### config.mk
export PLATFORM = sky130hd
export DESIGN_NAME = fft_stream_core
export DESIGN_NICKNAME = d
export VERILOG_FILES = /design/src/rtl/fft_stream_core.sv
export SDC_FILE = /design/constraint.sdc
export NUM_CORES = 1
export LEC_CHECK = 0
export BUFFER_PORTS_ARGS = -buffer_cell sky130_fd_sc_hd__buf_2
export CORE_ASPECT_RATIO = 1.5
export CORE_UTILIZATION = 58
export DETAILED_ROUTE_END_ITERATION = 12
export GPL_TIMING_DRIVEN = 0
export HOLD_SLACK_MARGIN = 0.1
export PLACE_DENSITY = 0.79
export SKIP_LAST_GASP = 1
export SLEW_MARGIN = 5
export SYNTH_ARGS = -nofsm -noshare
export SYNTH_HDL_FRONTEND = slang
export SYNTH_SLANG_ARGS = --single-unit
### constraint.sdc
create_clock -name clk -period 7.2 [get_ports clk]
set_input_delay 1.44 -clock clk [delete_from_list [all_inputs] [get_ports clk]]
set_output_delay 1.44 -clock clk [all_outputs]
set_load 0.02 [all_outputs]
### src/rtl/fft_stream_core.sv
// fft_stream_core
//   Streaming N-point radix-2 DIT FFT/IFFT (N = 2**LOG2N, 4 or 8) on a
//   single in-place complex buffer. A frame is loaded in natural order and
//   stored at bit-reversed addresses. It is then transformed with one
//   butterfly per enabled cycle and unloaded in natural order. Every
//   butterfly halves its outputs, so the result is X/N.
//
// Parameters
//   DATA_W  signed component width (6..16)
//   LOG2N   log2 of transform size (2 or 3)
//
// Ports
//   clk, rst          clock, asynchronous active-high reset
//   en                global enable; low freezes all state
//   in_valid/in_ready input handshake, in_real/in_imag sample x[k]
//   inverse           direction, captured on the x[0] beat (1 = inverse)
//   out_valid/out_ready output handshake, out_real/out_imag = X[out_index]
//   busy              high while computing or unloading
//
// Build option
//   FFT_STREAM_ROUND_EN  round half-up on every >>>6 and >>>1. When this
//                        macro is undefined, the shifts truncate.
module fft_stream_core #(
  parameter int DATA_W = 8,
  parameter int LOG2N  = 2
) (
  input  logic              clk,
  input  logic              rst,
  input  logic              en,
  input  logic              in_valid,
  output logic              in_ready,
  input  logic [DATA_W-1:0] in_real,
  input  logic [DATA_W-1:0] in_imag,
  input  logic              inverse,
  output logic              out_valid,
  input  logic              out_ready,
  output logic [DATA_W-1:0] out_real,
  output logic [DATA_W-1:0] out_imag,
  output logic [LOG2N-1:0]  out_index,
  output logic              busy
);

  localparam int N  = 1 << LOG2N;
  localparam int HB = N / 2;            // butterflies per stage
  localparam int BW = LOG2N - 1;        // butterfly counter width
  localparam int SW = (LOG2N > 2) ? 2 : 1;
  localparam int IW = DATA_W + 2;       // butterfly sum width
  localparam int PW = DATA_W + 10;      // twiddle product width

`ifdef FFT_STREAM_ROUND_EN
  localparam logic signed [PW-1:0] RND6 = PW'(32);
  localparam logic signed [IW-1:0] RND1 = IW'(1);
`else
  localparam logic signed [PW-1:0] RND6 = '0;
  localparam logic signed [IW-1:0] RND1 = '0;
`endif

  localparam logic signed [IW-1:0] SMAX = IW'((1 << (DATA_W - 1)) - 1);
  localparam logic signed [IW-1:0] SMIN = IW'(-(1 << (DATA_W - 1)));

  typedef enum logic [1:0] {S_LOAD, S_COMPUTE, S_UNLOAD} state_t;

  state_t             state;
  logic [LOG2N-1:0]   ld_cnt;
  logic [LOG2N-1:0]   out_cnt;
  logic [BW-1:0]      bf_cnt;
  logic [SW-1:0]      stg_cnt;
  logic               inv_q;
  logic               out_valid_q;
  logic               busy_q;

  logic signed [DATA_W-1:0] mem_re [N];
  logic signed [DATA_W-1:0] mem_im [N];

  logic in_acc, do_bf;

  function automatic logic [LOG2N-1:0] bitrev(input logic [LOG2N-1:0] v);
    logic [LOG2N-1:0] r;
    r = '0;
    for (int i = 0; i < LOG2N; i++) r[i] = v[LOG2N-1-i];
    return r;
  endfunction

  function automatic logic signed [DATA_W-1:0] sat(input logic signed [IW-1:0] v);
    logic signed [DATA_W-1:0] r;
    if (v > SMAX)      r = {1'b0, {(DATA_W-1){1'b1}}};
    else if (v < SMIN) r = {1'b1, {(DATA_W-1){1'b0}}};
    else               r = v[DATA_W-1:0];
    return r;
  endfunction

  assign in_ready  = en && (state == S_LOAD);
  assign in_acc    = in_ready && in_valid;
  assign do_bf     = en && (state == S_COMPUTE);
  assign out_valid = out_valid_q;
  assign busy      = busy_q;
  assign out_index = out_cnt;
  assign out_real  = mem_re[out_cnt];
  assign out_imag  = mem_im[out_cnt];

  // Butterfly datapath. Stage s pairs the entries a and b = a + 2**s.
  // The butterfly index j splits into a group part (bits above s), which is
  // shifted up by one to make room for the pair bit, and a position k
  // inside the group. The twiddle exponent is k * N / 2**(s+1).
  logic [LOG2N-1:0]         j_ext, hmask, k_idx, a_idx, b_idx, tw_e;
  logic [2:0]               e8;
  logic signed [7:0]        w_cos, w_sin, w_re, w_im;
  logic signed [PW-1:0]     wr_x, wi_x, br_x, bi_x, p_re, p_im;
  logic signed [IW-1:0]     t_re, t_im, a_re_x, a_im_x;
  logic signed [IW-1:0]     sa_re, sa_im, sb_re, sb_im;
  logic signed [DATA_W-1:0] a_re, a_im, b_re, b_im;
  logic signed [DATA_W-1:0] na_re, na_im, nb_re, nb_im;

  always_comb begin
    j_ext = LOG2N'(bf_cnt);
    hmask = (LOG2N'(1) << stg_cnt) - LOG2N'(1);
    k_idx = j_ext & hmask;
    a_idx = ((j_ext & ~hmask) << 1) | k_idx;
    b_idx = a_idx | (LOG2N'(1) << stg_cnt);
    tw_e  = k_idx << (LOG2N - 1 - int'(stg_cnt));
    // The ROM holds eighth-circle steps, so N=4 exponents scale by 2.
    e8    = 3'(tw_e) << (3 - LOG2N);

    case (e8)
      3'd1:    begin w_cos = 8'sd45;  w_sin = 8'sd45; end
      3'd2:    begin w_cos = 8'sd0;   w_sin = 8'sd64; end
      3'd3:    begin w_cos = -8'sd45; w_sin = 8'sd45; end
      default: begin w_cos = 8'sd64;  w_sin = 8'sd0;  end
    endcase
    // The forward transform uses cos - j*sin. The inverse transform
    // conjugates the twiddle.
    w_re = w_cos;
    w_im = inv_q ? w_sin : -w_sin;

    a_re = mem_re[a_idx];
    a_im = mem_im[a_idx];
    b_re = mem_re[b_idx];
    b_im = mem_im[b_idx];

    wr_x = PW'(w_re);
    wi_x = PW'(w_im);
    br_x = PW'(b_re);
    bi_x = PW'(b_im);
    p_re = wr_x * br_x - wi_x * bi_x + RND6;
    p_im = wr_x * bi_x + wi_x * br_x + RND6;
    // |W*b| is at most sqrt(2) * full scale, so it fits IW bits after >>>6.
    t_re = IW'(p_re >>> 6);
    t_im = IW'(p_im >>> 6);

    a_re_x = IW'(a_re);
    a_im_x = IW'(a_im);
    sa_re  = (a_re_x + t_re + RND1) >>> 1;
    sa_im  = (a_im_x + t_im + RND1) >>> 1;
    sb_re  = (a_re_x - t_re + RND1) >>> 1;
    sb_im  = (a_im_x - t_im + RND1) >>> 1;
    na_re  = sat(sa_re);
    na_im  = sat(sa_im);
    nb_re  = sat(sb_re);
    nb_im  = sat(sb_im);
  end

  // The buffer is not reset. Stale contents can never reach the output,
  // because out_valid stays low until a complete new frame is computed.
  always_ff @(posedge clk) begin
    if (in_acc) begin
      mem_re[bitrev(ld_cnt)] <= in_real;
      mem_im[bitrev(ld_cnt)] <= in_imag;
    end else if (do_bf) begin
      mem_re[a_idx] <= na_re;
      mem_im[a_idx] <= na_im;
      mem_re[b_idx] <= nb_re;
      mem_im[b_idx] <= nb_im;
    end
  end

  always_ff @(posedge clk or posedge rst) begin
    if (rst) begin
      state       <= S_LOAD;
      ld_cnt      <= '0;
      out_cnt     <= '0;
      bf_cnt      <= '0;
      stg_cnt     <= '0;
      inv_q       <= 1'b0;
      out_valid_q <= 1'b0;
      busy_q      <= 1'b0;
    end else if (en) begin
      case (state)
        S_LOAD: begin
          if (in_valid) begin
            if (ld_cnt == '0) inv_q <= inverse;
            if (ld_cnt == LOG2N'(N - 1)) begin
              ld_cnt <= '0;
              state  <= S_COMPUTE;
              busy_q <= 1'b1;
            end else begin
              ld_cnt <= ld_cnt + 1'b1;
            end
          end
        end
        S_COMPUTE: begin
          if (bf_cnt == BW'(HB - 1)) begin
            bf_cnt <= '0;
            if (stg_cnt == SW'(LOG2N - 1)) begin
              stg_cnt     <= '0;
              state       <= S_UNLOAD;
              out_valid_q <= 1'b1;
            end else begin
              stg_cnt <= stg_cnt + 1'b1;
            end
          end else begin
            bf_cnt <= bf_cnt + 1'b1;
          end
        end
        S_UNLOAD: begin
          if (out_ready) begin
            if (out_cnt == LOG2N'(N - 1)) begin
              out_cnt     <= '0;
              state       <= S_LOAD;
              out_valid_q <= 1'b0;
              busy_q      <= 1'b0;
            end else begin
              out_cnt <= out_cnt + 1'b1;
            end
          end
        end
        default: state <= S_LOAD;
      endcase
    end
  end

endmodule

==> flow_metrics.py, run 1 <==
metrics = {
    "clock_network": {
        "cts.hold.buffers_added": 0,
        "worst_skew_pair.late_latency_ps": 340,
        "cts_buffer_depth": 2,
        "numClockSinks": 75,
        "htree_num_levels": 3,
        "clock_tree.root_cell": "clkbuf_16",
        "cts_made_buffers": 9,
        "cts.clk_slew.worst_paths_ps": 50,
        "tritoncts_clock_tree": "done",
    },
    "setup_path": {
        "critical-path-slowest-cell": "fa_1",
        "regToRegEndpoint": "mem_im[1][5]$_DFFE_PP_",
        "crit_arrival_ps": 7300,
        "worst-setup-path-type": "register to register",
        "critical_path_required_ps": 7380,
        "timing.critical_path.to": "mem_im[1][5]$_DFFE_PP_",
        "timing.rr.start": "bf_cnt$_DFFE_PP0P_",
        "r2r_slack_ps": 80,
        "worst-path-max-fanout": 8,
        "crit_path_end_kind": "register",
        "critical_path.max_stage_delay_ps": 590,
        "setup.worst_path.start": "bf_cnt$_DFFE_PP0P_",
        "worst_r2r_path_depth": 26,
        "timing.critical_path.mode_cell": "fa_1",
        "worst_setup_path_start_kind": "register",
    },
    "synth": {
        "synth_compound_gate_area_share": 0.158,
        "synth.largest_area_cell": "edfxtp_1",
        "post-synth-top-area-fraction": 0.199,
        "netlist-cell-type-count": 68,
        "ys_top_cells_by_area": "edfxtp_1 (20%), ha_1 (15%), fa_1 (14%), inv_1 (4.8%), xnor2_1 (4.8%)",
        "synthesis.nets": 1222,
        "adder_cell_share_of_the_synthesized_area": 0.293,
        "ys_ff_latch": 75,
        "postSynth.topFlopCell": "edfxtp_1",
        "netlist_area_sq_mm": 0.00968,
        "syn_avg_cell_area_sq_um": 9.52,
        "post_synth_and_or_nand_nor_area_fraction": 0.102,
        "synth_enable_flop_cells": 64,
        "seq_area_frac_synth": 0.227,
        "synth.most_common_cell": "inv_1",
        "synth.mux.area_fraction": 0.0844,
        "postSynthCellCount": 1017,
        "synth_area_in_xor_xnor": 0.0675,
        "synth_warnings": 0,
        "asyncSetResetFlopFracSynth": 0.147,
        "synth_top_family_by_area": "adder cells",
        "yosys-top-cells-count": "inv_1 (125), ha_1 (117), a21oi_1 (77), nor2_1 (70), fa_1 (66)",
    },
    "grt": {
        "number_of_antenna_violations_at_the_first_check_in_global_routing": 0,
        "first_pass_grt_wire_length_um": 44200,
        "vias_in_the_first_global_route": 8635,
        "grt_max_degree": 20,
        "grt-ovfl-total": 0,
        "grt.total_usage": 0.344,
    },
    "floorplanning": {
        "floorplan.core_area_sq_mm": 0.0163,
        "initial_standard_cell_utilization_of_the_core": 0.595,
        "core.rowCount": 57,
        "die-height_um": 160,
        "io_pins": 43,
        "die_w_um": 107,
        "die_area_sq_mm": 0.0172,
    },
    "placement": {
        "gp_congestion": 0.944,
        "port-buffer-count": 42,
        "dp.final_hpwl_um": 21900,
    },
    "sta": {
        "worst_clock_skew_ps": 5.90,
        "max_slew.worst_pin.slew_ps": 1140,
        "maxClockFrequency_ghz": 0.140,
        "slew_violations": 0,
        "hold_viol_final": 0,
        "tns_ps": 0,
        "worst_slew_margin_rel": 0.240,
        "fin_crit_ps": 7120,
        "setup_violations": 0,
        "timing.final.crit_share": 0.989,
    },
    "routing": {
        "route.detailed.vias_per_inst": 6.31,
        "drt_first_pass_iters": 5,
        "drc_errors": 0,
        "route.detailed.wl_per_inst_um": 22.3,
        "first_iter_violations": 833,
        "drt_wl_total_um": 29200,
        "route.vias.total": 8274,
        "ant_nets": 0,
    },
    "flow_run": {
        "max_cap_violations": 0,
    },
    "cells_and_area": {
        "num-nets-final": 1305,
        "areaGrowthSynthToFinish_pct": 19.9,
        "drive_above_1_share": 0.231,
        "diodes": 0,
    },
    "outcome": {
        "run_status": "finished, final reports clean",
    },
    "hold_path": {
        "worst_hold_path_type": "register to register",
    },
}
[worst max-delay path: cells and delay by family (launching register included)]
| family | cells | cell delay, ps |
|---|---|---|
| flops | 1 | 390 |
| mux | 1 | 170 |
| compound gates | 5 | 1080 |
| xor+xnor | 2 | 290 |
| fa+ha+maj | 8 | 3390 |
| simple gates | 5 | 1030 |
| buf+inv | 5 | 610 |
[metal layers]
layer,wire [um],track usage
met5,0,0
met4,2220,0.253
met3,1810,0.0376
met2,15400,0.615
met1,9840,0.366
[placed cells by master (no fill, tap or decap), types with 7 or more instances in the layout]
cell / n
nor3_1: 15
a21oi_2: 8
fa_1: 62
dfrtp_1: 11
nor2_1: 65
mux2i_1: 40
and2_4: 7
and3_1: 12
inv_1: 123
xnor2_1: 42
o21ai_2: 7
a2bb2oi_1: 11
clkbuf_16: 10
buf_4: 33
buf_2: 44
xor2_1: 9
and2_1: 8
nand2_1: 52
xnor2_2: 12
o21a_1: 7
clkbuf_1: 18
xor2_2: 7
a21oi_1: 67
edfxtp_1: 64
a21o_1: 17
ha_4: 15
buf_8: 7
mux4_2: 16
o21ai_0: 43
o21bai_1: 8
nand3_1: 8
ha_1: 96
[cell type report]
| class | instances | area [sq um] |
|---|---|---|
| plain buffers | 37 | 278 |
| clock buffers | 12 | 236 |
| clock inverters | 4 | 17.5 |
| fillers | 1163 | 4650 |
| inverters | 125 | 472 |
| multi-input cells | 773 | 7610 |
| flip-flops and latches | 75 | 2200 |
| well taps | 206 | 258 |
| repair buffers | 79 | 544 |
[flip-flops by register name, indices dropped and copies added (netlist names)]
name	cells
out_index	2
state	2
out_valid	1
ld_cnt	2
bf_cnt	1
mem_im	32
inv_q	1
mem_re	32
stg_cnt	1
busy	1
[timing repair]
action | in CTS | in global routing
endpoints found under the hold margin | 0 | 0
setup endpoints to repair | 64 | 62
resized for setup | 83 | 84
pin swaps | 17 | 27
setup buffers | 26 | 7
cloned | 0 | 1
[metrics by stage]
stage                      util  hold slack (ps)  cell area, sq um  instances  worst slack (ps)
after floorplan               -              502              9750       1017              7.56
after global placement    0.628              471             10200       1265             -1360
final                     0.714              481             11600       1311              78.6
after detailed placement  0.634              473             10300       1268             -1420
after CTS                 0.684              486             11100       1306             -56.0
after global routing      0.714              506             11600       1311             -82.2
[cell families (layout without fill, tap and decap cells)]
group | after synthesis | in the layout
simple gates | 212 | 212
mux | 61 | 61
compound gates | 240 | 240
buf+inv | 169 | 257
fa+ha+maj | 188 | 188
xor+xnor | 72 | 72
flops | 75 | 75
[worst min-delay path by stage]
stage	from	endpoint	slack [ps]	cells after the start
6_report	out_valid$_DFFE_PP0P_	out_valid$_DFFE_PP0P_	480	2
4_1_cts	out_valid$_DFFE_PP0P_	out_valid$_DFFE_PP0P_	490	2
5_1_grt	busy$_DFFE_PP0P_	busy$_DFFE_PP0P_	510	1
3_3_place_gp	busy$_DFFE_PP0P_	busy$_DFFE_PP0P_	470	1
3_5_place_dp	out_valid$_DFFE_PP0P_	out_valid$_DFFE_PP0P_	470	2
2_1_floorplan	state[1]$_DFFE_PP0P_	state[0]$_DFFE_PP0P_	500	1
Power of run 1 is left out: the tool's default activity adds up to more than one toggle a clock period on the data nets, which glitch-free logic cannot reach.
==> run 2: changes to the inputs <==
--- a/config.mk
+++ b/config.mk
@@ -7,12 +7,11 @@
 export LEC_CHECK = 0
 export BUFFER_PORTS_ARGS = -buffer_cell sky130_fd_sc_hd__buf_2
 export CORE_ASPECT_RATIO = 1.5
-export CORE_UTILIZATION = 58
+export CORE_UTILIZATION = 60
 export DETAILED_ROUTE_END_ITERATION = 12
 export GPL_TIMING_DRIVEN = 0
 export HOLD_SLACK_MARGIN = 0.1
-export PLACE_DENSITY = 0.79
-export SKIP_LAST_GASP = 1
+export PLACE_DENSITY = 0.78
 export SLEW_MARGIN = 5
 export SYNTH_ARGS = -nofsm -noshare
 export SYNTH_HDL_FRONTEND = slang
==> constraint.sdc (replaced) <==
create_clock -name clk -period 9.2 [get_ports clk]
set_input_delay 1.84 -clock clk [delete_from_list [all_inputs] [get_ports clk]]
set_output_delay 1.84 -clock clk [all_outputs]
set_load 0.02 [all_outputs]
==> run 2 against run 1 <==
- fmax fell by 18%
- via count fell by 2.0%
- clock skew rose by 3.3 ps
- highest routed layer is now met5
- critical path depth rose by 5
- cell area fell by 8.6%
- critical path type unchanged
- sequential cell count did not move
==> flow_metrics.py, run 2 (same netlist as run 1, synthesis figures left out) <==
metrics = {
    "cells_and_area": {
        "finish.utilization": 0.676,
        "register_area_sq_mm": 0.00220,
        "biggestRegsByFlops": "mem_im: 32 flops, mem_re: 32 flops",
        "multiInputGateArea_sq_mm": 0.00689,
        "mostFrequentLayoutCells": "inv_1 (124), ha_1 (117), a21oi_1 (76), nor2_1 (70), fa_1 (66)",
        "mostFrequentLayoutCell": "inv_1",
        "post_layout_nonfiller_instances": 1283,
        "fillerInstances": 1279,
        "areaGrowthSynthToFinish_pct": 9.64,
        "num-nets-final": 1280,
        "post-route-cell-area_sq_mm": 0.0106,
        "drive_above_1_share": 0.105,
        "diodes": 0,
    },
    "floorplanning": {
        "die_w_um": 106,
        "initial_standard_cell_utilization_of_the_core": 0.617,
        "floorplan.core_area_sq_mm": 0.0157,
        "die-height_um": 158,
        "io_pins": 43,
        "die_area_sq_mm": 0.0167,
        "core.rowCount": 56,
    },
    "clock_network": {
        "numClockSinks": 75,
        "cts.clk_slew.worst_paths_ps": 60,
        "tritoncts_clock_tree": "done",
        "worst_skew_pair.late_latency_ps": 340,
        "htree_num_levels": 3,
        "clock_tree.root_cell": "clkbuf_16",
        "cts_buffer_depth": 2,
        "cts_made_buffers": 9,
    },
    "setup_path": {
        "timing.rr.start": "bf_cnt$_DFFE_PP0P_",
        "crit_path_end_kind": "register",
        "critical_path_required_ps": 9350,
        "worst-setup-path-type": "register to register",
        "worst_setup_path_start_kind": "register",
        "crit_arrival_ps": 8860,
        "critical-path-slowest-cell": "fa_1",
        "worst-path-max-fanout": 19,
        "setup.worst_path.start": "bf_cnt$_DFFE_PP0P_",
        "timing.critical_path.mode_cell": "ha_1",
        "critical_path.max_stage_delay_ps": 530,
    },
    "hold_path": {
        "worst_hold_path_type": "register to register",
        "timing.hold.worst.start": "busy$_DFFE_PP0P_",
    },
    "sta": {
        "worst_slew_margin_rel": 0.134,
        "worst_clock_skew_ps": 9.24,
        "maxClockFrequency_ghz": 0.115,
        "hold_viol_final": 0,
        "setup_violations": 0,
        "fin_crit_ps": 8710,
        "max_slew.worst_pin.slew_ps": 1290,
        "slew_violations": 0,
        "worst_hold_slack_ps": 539,
        "timing.final.crit_share": 0.947,
    },
    "flow_run": {
        "max_cap_violations": 0,
    },
    "grt": {
        "first_pass_grt_wire_length_um": 43100,
        "vias_in_the_first_global_route": 8303,
        "grt-ovfl-total": 0,
        "grt_max_degree": 20,
        "grt.total_usage": 0.347,
        "number_of_antenna_violations_at_the_first_check_in_global_routing": 1,
    },
    "placement": {
        "total_placed_cells_including_tap_cells": 1265,
        "gp_congestion": 0.959,
        "placed_cell_area_sq_mm": 0.0102,
        "dp.final_hpwl_um": 22200,
        "port-buffer-count": 42,
    },
    "routing": {
        "first_iter_violations": 759,
        "drc_errors": 0,
        "drt_first_pass_iters": 6,
        "route.detailed.vias_per_inst": 6.32,
        "drt_wl_total_um": 27500,
        "ant_nets": 0,
        "route.detailed.wl_per_inst_um": 21.5,
        "route.vias.total": 8107,
    },
    "outcome": {
        "run_status": "finished, final reports clean",
    },
}
## run 2: path summary, 6_finish.rpt
kind	cells past startpoint	slack, ps	end
worst max-delay path	31	490	mem_re[1][6]$_DFFE_PP_
worst min-delay path	1	540	busy$_DFFE_PP0P_
worst max register to register	31	490	mem_re[1][6]$_DFFE_PP_
worst min register to register	1	540	busy$_DFFE_PP0P_
max in group asynchronous	2	7340	state[0]$_DFFE_PP0P_
min in group asynchronous	2	1520	ld_cnt[1]$_DFFE_PP0P_
## run 2: metrics by stage
| stage | TNS (ps) | worst slack [ps] |
|---|---|---|
| 2_1_floorplan | 0 | 1450 |
| 3_3_place_gp | -15460 | -437 |
| 3_5_place_dp | -20210 | -454 |
| 4_1_cts | 0 | 39.6 |
| 5_1_grt | -3.44 | -3.44 |
| 6_report | 0 | 492 |
## run 2: critical path: cells and delay by family, from the launching register on
kind	cells	cell delay (ps)
AOI/OAI and AO/OA	8	1830
xor gates and xnor gates	2	430
adders and majority gates	7	2830
buffers and inverters	10	2520
DFF	1	350
and+or+nand+nor	4	520
## run 2: cell type report
type / count / area share
sequential: 75 / 0.207
inverter: 125 / 0.0446
multi-input combinational: 773 / 0.649
clock buffer: 11 / 0.0238
timing repair buffer: 49 / 0.0265
clock inverter: 5 / 0.00707
tap: 203 / 0.0239
buffer: 42 / 0.0180
## run 2: routing by layer
layer  GRT usage  wire, um
met5           0         8
met4       0.265      2150
met3      0.0572      1970
met2       0.631     14200
met1       0.356      9240
## run 2: repair_timing
action	4_1_cts	5_1_grt
gates resized for setup	4	3
hold buffers	0	0
buffers inserted	0	4
setup endpoints to repair	64	64
Power of run 2 is left out for the same reason.
